File: src/rtl/bounding_box_finder.sv
// Finds the smallest rectangle holding every non-background pixel of a bottom-up 24-bit BMP array.
// Latency is 6*WIDTH*HEIGHT+1 cycles from start to done; there is no backpressure, and a scan runs to completion once started.
module bounding_box_finder #(
    parameter int         WIDTH  = 100,
    parameter int         HEIGHT = 100,
    parameter logic [7:0] BG_R   = 8'hFF,
    parameter logic [7:0] BG_G   = 8'hFF,
    parameter logic [7:0] BG_B   = 8'hFF,
    parameter logic [7:0] TOL    = 8'd0
) (
    input  logic        clk,
    input  logic        rst_n,
    input  logic        start,
    output logic        done,
    output logic [31:0] readAddr,
    input  logic [15:0] readdata,
    output logic [10:0] xMin,
    output logic [10:0] xMax,
    output logic [10:0] yMin,
    output logic [10:0] yMax,
    output logic        found
);

    typedef enum logic [1:0] {S_IDLE, S_READ, S_CMP, S_FINISHED} state_t;

    localparam logic [10:0] X_LAST    = 11'(WIDTH - 1);
    localparam logic [10:0] Y_LAST    = 11'(HEIGHT - 1);
    localparam logic [31:0] ROW_TOP   = 32'(HEIGHT - 1);
    localparam logic [31:0] ROW_BYTES = 32'(WIDTH * 3);

    state_t      r_state;
    state_t      w_next_state;
    logic [10:0] r_x;
    logic [10:0] r_y;
    logic [1:0]  r_ch;
    logic        r_flag;
    logic        r_found_t;
    logic [10:0] r_xmin_t;
    logic [10:0] r_xmax_t;
    logic [10:0] r_ymin_t;
    logic [10:0] r_ymax_t;

    logic [7:0]  w_bg;
    logic [7:0]  w_byte;
    logic [7:0]  w_diff;
    logic        w_pix_fg;
    logic        w_last_ch;
    logic        w_last_px;
    logic        w_start_scan;
    logic        w_hit;
    logic [1:0]  w_k;
    logic [31:0] w_row;
    logic [31:0] w_addr;
    logic        w_nxt_found;
    logic [10:0] w_nxt_xmin;
    logic [10:0] w_nxt_xmax;
    logic [10:0] w_nxt_ymin;
    logic [10:0] w_nxt_ymax;

    // Channel index 0/1/2 walks R, G, B; in memory B sits at the lowest byte of a pixel.
    always_comb begin
        w_bg = BG_B;
        case (r_ch)
            2'd0:    w_bg = BG_R;
            2'd1:    w_bg = BG_G;
            default: w_bg = BG_B;
        endcase
    end

    assign w_byte       = readdata[7:0];
    assign w_diff       = (w_byte >= w_bg) ? (w_byte - w_bg) : (w_bg - w_byte);
    assign w_pix_fg     = r_flag | (w_diff > TOL);
    assign w_last_ch    = (r_ch == 2'd2);
    assign w_last_px    = (r_x == X_LAST) && (r_y == Y_LAST);
    assign w_start_scan = ((r_state == S_IDLE) || (r_state == S_FINISHED)) && start;
    assign w_hit        = (r_state == S_CMP) && w_last_ch && w_pix_fg;

    assign w_k      = 2'd2 - r_ch;
    assign w_row    = ROW_TOP - {21'd0, r_y};
    assign w_addr   = (w_row * ROW_BYTES) + ({21'd0, r_x} * 32'd3) + {30'd0, w_k};
    assign readAddr = ((r_state == S_READ) || (r_state == S_CMP)) ? w_addr : 32'd0;
    assign done     = (r_state == S_FINISHED);

    always_comb begin
        w_nxt_found = r_found_t;
        w_nxt_xmin  = r_xmin_t;
        w_nxt_xmax  = r_xmax_t;
        w_nxt_ymin  = r_ymin_t;
        w_nxt_ymax  = r_ymax_t;
        if (w_hit) begin
            w_nxt_found = 1'b1;
            if (!r_found_t) begin
                w_nxt_xmin = r_x;
                w_nxt_xmax = r_x;
                w_nxt_ymin = r_y;
                w_nxt_ymax = r_y;
            end else begin
                w_nxt_xmin = (r_x < r_xmin_t) ? r_x : r_xmin_t;
                w_nxt_xmax = (r_x > r_xmax_t) ? r_x : r_xmax_t;
                w_nxt_ymin = (r_y < r_ymin_t) ? r_y : r_ymin_t;
                w_nxt_ymax = (r_y > r_ymax_t) ? r_y : r_ymax_t;
            end
        end
    end

    always_comb begin
        w_next_state = r_state;
        case (r_state)
            S_IDLE:     if (start) w_next_state = S_READ;
            S_READ:     w_next_state = S_CMP;
            S_CMP:      w_next_state = (w_last_ch && w_last_px) ? S_FINISHED : S_READ;
            S_FINISHED: if (start) w_next_state = S_READ;
            default:    w_next_state = S_IDLE;
        endcase
    end

    always_ff @(posedge clk or negedge rst_n) begin
        if (!rst_n) begin
            r_state <= S_IDLE;
        end else begin
            r_state <= w_next_state;
        end
    end

    always_ff @(posedge clk or negedge rst_n) begin
        if (!rst_n) begin
            r_x       <= 11'd0;
            r_y       <= 11'd0;
            r_ch      <= 2'd0;
            r_flag    <= 1'b0;
            r_found_t <= 1'b0;
            r_xmin_t  <= 11'd0;
            r_xmax_t  <= 11'd0;
            r_ymin_t  <= 11'd0;
            r_ymax_t  <= 11'd0;
        end else if (w_start_scan) begin
            r_x       <= 11'd0;
            r_y       <= 11'd0;
            r_ch      <= 2'd0;
            r_flag    <= 1'b0;
            r_found_t <= 1'b0;
            r_xmin_t  <= 11'd0;
            r_xmax_t  <= 11'd0;
            r_ymin_t  <= 11'd0;
            r_ymax_t  <= 11'd0;
        end else if (r_state == S_CMP) begin
            if (!w_last_ch) begin
                r_ch   <= r_ch + 2'd1;
                r_flag <= w_pix_fg;
            end else begin
                r_ch      <= 2'd0;
                r_flag    <= 1'b0;
                r_found_t <= w_nxt_found;
                r_xmin_t  <= w_nxt_xmin;
                r_xmax_t  <= w_nxt_xmax;
                r_ymin_t  <= w_nxt_ymin;
                r_ymax_t  <= w_nxt_ymax;
                if (r_x == X_LAST) begin
                    r_x <= 11'd0;
                    r_y <= w_last_px ? 11'd0 : r_y + 11'd1;
                end else begin
                    r_x <= r_x + 11'd1;
                end
            end
        end
    end

    // Outputs publish only on entry to FINISHED so the cropper sees a stable box until the next scan ends.
    always_ff @(posedge clk or negedge rst_n) begin
        if (!rst_n) begin
            found <= 1'b0;
            xMin  <= 11'd0;
            xMax  <= 11'd0;
            yMin  <= 11'd0;
            yMax  <= 11'd0;
        end else if ((r_state == S_CMP) && (w_next_state == S_FINISHED)) begin
            found <= w_nxt_found;
            xMin  <= w_nxt_xmin;
            xMax  <= w_nxt_xmax;
            yMin  <= w_nxt_ymin;
            yMax  <= w_nxt_ymax;
        end
    end

endmodule

File: config.mk
export PLATFORM = sky130hd
export DESIGN_NAME = bounding_box_finder
export DESIGN_NICKNAME = d
export VERILOG_FILES = /design/src/rtl/bounding_box_finder.sv
export SDC_FILE = /design/constraint.sdc
export NUM_CORES = 1
export LEC_CHECK = 0
export ABC_AREA = 1
export CORE_UTILIZATION = 40
export CTS_CLUSTER_DIAMETER = 200
export DETAILED_ROUTE_END_ITERATION = 8
export GPL_TIMING_DRIVEN = 0
export HOLD_SLACK_MARGIN = 0.12
export SYNTH_ARGS = -nofsm -noshare
export SYNTH_HDL_FRONTEND = slang
export SYNTH_SLANG_ARGS = --single-unit
export TNS_END_PERCENT = 30
File: constraint.sdc
create_clock -name clk -period 8.3 [get_ports clk]
set_input_delay 0.83 -clock clk [delete_from_list [all_inputs] [get_ports clk]]
set_output_delay 0.83 -clock clk [all_outputs]
set_load 0.01 [all_outputs]
==> flow_summary.json <==
{
  "io_pins": 97,
  "clkLatencyLatePin_ns": 0.42,
  "area_growth_syn_to_layout_pct": 20.3,
  "post-place-ws_ns": 0.331,
  "place_inst": 1624,
  "p_leak_nw": 6.12,
  "routed_wl_um": 23200,
  "clk_pin_slew_ns": 0.06,
  "cts_tree": "done",
  "min_period_over_period_pct": 95.2,
  "relSlewSlack_pct": 39.5,
  "cp_data_arrival_time_ns": 7.07,
  "synth-compound-area-share_pct": 13.2,
  "switching_share_pct": 25.3,
  "power_density_mw_per_mm2": 131,
  "grt_overflow_total": 0,
  "root_buffer": "clkbuf_16",
  "drt_iter0_drc": 338,
  "final-setup-viol-count": 0,
  "dr.pass1.iters": 6,
  "initial_core_util_pct": 41.0,
  "p_int_mw": 1.14,
  "slew_violations": 0,
  "synth_xor_area_share_pct": 2.54,
  "slowest_delay_ns": 0.56,
  "grt_pass1_wl_um": 38800,
  "final_cells": 1661,
  "slowest_stage": "clkdlybuf4s50_1",
  "cp.required_ns": 7.47,
  "first_global_vias": 7816,
  "port-buffer-count": 88,
  "hold_class": "primary input to asynchronous set/reset pin",
  "vias": 8065,
  "async_flop_share_pct": 100,
  "yosysSeqAreaShare_pct": 30.3,
  "synthAdderAreaFrac_pct": 21.9,
  "crit_path_end_kind": "output port",
  "fillers": 2335,
  "cts_buffers": 17,
  "core_mm2": 0.0236,
  "antenna_cells": 0,
  "drc": 0,
  "rsz0062_at_grt": "no",
  "synth_top_family_by_area": "simple AND/OR/NAND/NOR gates",
  "synth_warnings": 0,
  "die_h_um": 157,
  "die-area_mm2": 0.0248,
  "clk_path_buf_depth": 2,
  "setup_slack_ns": 0.401,
  "hpwlAfterDp_um": 18300,
  "grt_max_degree": 99,
  "timing.rr.end": "r_y[7]$_DFFE_PN0P_",
  "maxCapViolCount": 0,
  "avgRoutedWirePerCell_um": 14.0,
  "antenna_found_initial": 0,
  "synth_cells": 1216,
  "ys.flop_type": "dfrtp_1",
  "synthMuxAreaShare_pct": 0,
  "r2r_cells": 10,
  "synth.distinct_cells": 47,
  "r2r_slack_ns": 5.79,
  "via_per_inst": 4.86,
  "synth_edf_count": 0,
  "numClockSinks": 117,
  "crit_fanout": 5,
  "p_comb_share_pct": 10.4,
  "rows": 56,
  "synthSimpleGateAreaFrac_pct": 22.1,
  "power_frac_clock_pct": 49.8,
  "track_usage_pct": 20.0,
  "r2r-start": "r_x[8]$_DFFE_PN0P_",
  "netlist_area_mm2": 0.00967,
  "worst_ir_drop_vdd_v": 0.000127,
  "final_nets": 1499,
  "htreeDepth": 4,
  "hold_viol_final": 0,
  "clock.fmax_ghz": 0.127,
  "seqPwrFrac_pct": 39.8,
  "gp_congestion": 0.861,
  "tightestPinTransition_ns": 0.906,
  "crit_type": "register to output port",
  "startpoint_type": "register",
  "synth_nets": 1386,
  "drive_gt1_share_pct": 11.8,
  "fin_worst_skew_ns": 0.0105,
  "fp.dieW_um": 157,
  "syn-mean-instance-area_um2": 7.95,
  "p_switching_mw": 0.385,
  "final_antenna_net_count": 0,
  "synth_seq_cells": 117,
  "status": "finished, final reports clean",
  "setup_tns_ns": 0,
  "final.min_clock_period_ns": 7.90,
  "path_common_cell": "nand2_1"
}
-- layout by cell type (no fill, tap or decap), types with 6 or more instances in the layout --
master,instances
a21oi_1,57
a21oi_2,45
buf_2,10
buf_4,6
buf_6,8
clkbuf_1,7
clkbuf_16,17
clkdlybuf4s50_1,87
dfrtp_1,114
fa_1,30
ha_1,121
inv_1,202
nand2_1,213
nand2_2,18
nand3_1,40
nand3_2,8
nand4_1,17
nor2_1,150
nor2_2,6
nor3_1,8
o21ai_0,75
o22ai_1,7
xor2_1,24
-- logic make-up (layout without fill, tap and decap cells) --
group	after synthesis	after routing
AOI/OAI and AO/OA	206	206
xor gates and xnor gates	28	28
DFF	117	117
adders and majority gates	151	151
buffers and inverters	235	361
and+or+nand+nor	479	479
-- layer usage --
layer,share of wire [%],wire length (µm),track usage (%),vias to the layer above
met5,0,0,0,-
met4,2.6,609,7.86,0
met3,3.1,727,1.93,37
met2,45,10500,32.3,159
met1,49,11400,27.5,3736
li1,-,-,-,4133
-- layout make-up --
class	count	area, µm²	share of cell area [%]
Sequential cell	117	2930	25.2
Tap cell	319	399	3.43
Buffer	27	191	1.64
Inverter	208	783	6.73
Clock inverter	14	175	1.51
Timing Repair Buffer	94	947	8.14
Clock buffer	18	439	3.77
Multi-Input combinational cell	864	5770	49.6
-- metrics by stage --
stage | utilization [%] | cell area [µm²] | power, mW | hold slack [ns]
after global placement | 46.4 | 11000 | 0.771 | 0.479
after global routing | 49.3 | 11600 | 1.59 | 0.263
final | 49.3 | 11600 | 1.52 | 0.250
after floorplan | - | 9670 | 0.728 | 0.464
after detailed placement | 46.5 | 11000 | 0.775 | 0.485
after CTS | 49.1 | 11600 | 1.54 | 0.246
-- cell usage after synthesis (2+ instances only) --
cell       count  area [µm²]
nand2_1      214         803
inv_1        202         758
nor2_1       150         563
ha_1         121        1510
dfrtp_1      117        2930
o21ai_0       76         380
a21oi_1       57         285
a21oi_2       45         394
nand3_1       40         200
fa_1          30         601
xor2_1        24         210
nand2_2       17         106
nand4_1       17         106
buf_2         10        50.1
nand3_2        8        80.1
nor3_1         8        40.0
buf_6          7        78.8
clkbuf_1       7        26.3
o22ai_1        7        43.8
nor2_2         6        37.5
inv_2          5        18.8
o211ai_1       5        37.5
a211oi_1       4        30.0
nand2_4        4        45.0
xnor2_1        4        35.0
a31oi_1        3        18.8
and2_1         3        18.8
o2111ai_1      3        26.3
nor2_4         2        22.5
nor2_8         2        40.0
nor4_1         2        12.5
-- worst max-delay path: cells and delay by family (launching register included) --
kind	cells	cell delay, ns
flip-flops	1	0.39
adder cells (fa/ha/maj)	8	3.09
AND/OR/NAND/NOR	18	2.10
buffers and inverters	5	0.82
XOR/XNOR	1	0.25
-- power by group through the flow --
stage / Combinational [mW] / Sequential, mW / Clock (mW)
2_1_floorplan: 0.114 / 0.615 / 0
3_3_place_gp: 0.154 / 0.617 / 0
3_5_place_dp: 0.159 / 0.617 / 0
4_1_cts: 0.160 / 0.607 / 0.772
5_1_grt: 0.186 / 0.609 / 0.796
6_report: 0.158 / 0.607 / 0.759
-- what timing repair did --
item / 4_1_cts / 5_1_grt
endpoints found under the hold margin: 0 / 0
endpoints found under the setup margin: 13 / 17
buffers inserted: 0 / 5
hold buffers: 0 / 0
resized for setup: 1 / 4
-- how the worst max path moves through the flow --
stage,from,endpoint,slack [ns],cells past startpoint
after floorplan,r_y[2]$_DFFE_PN0P_,readAddr[28],1.87,32
after global placement,r_y[2]$_DFFE_PN0P_,readAddr[28],0.37,33
after detailed placement,r_y[2]$_DFFE_PN0P_,readAddr[28],0.33,33
after CTS,r_y[2]$_DFFE_PN0P_,readAddr[28],0.07,33
after global routing,r_y[2]$_DFFE_PN0P_,readAddr[28],0.005,32
final,r_y[2]$_DFFE_PN0P_,readAddr[28],0.40,32
Note: power is estimated with default switching activity, not from simulation.
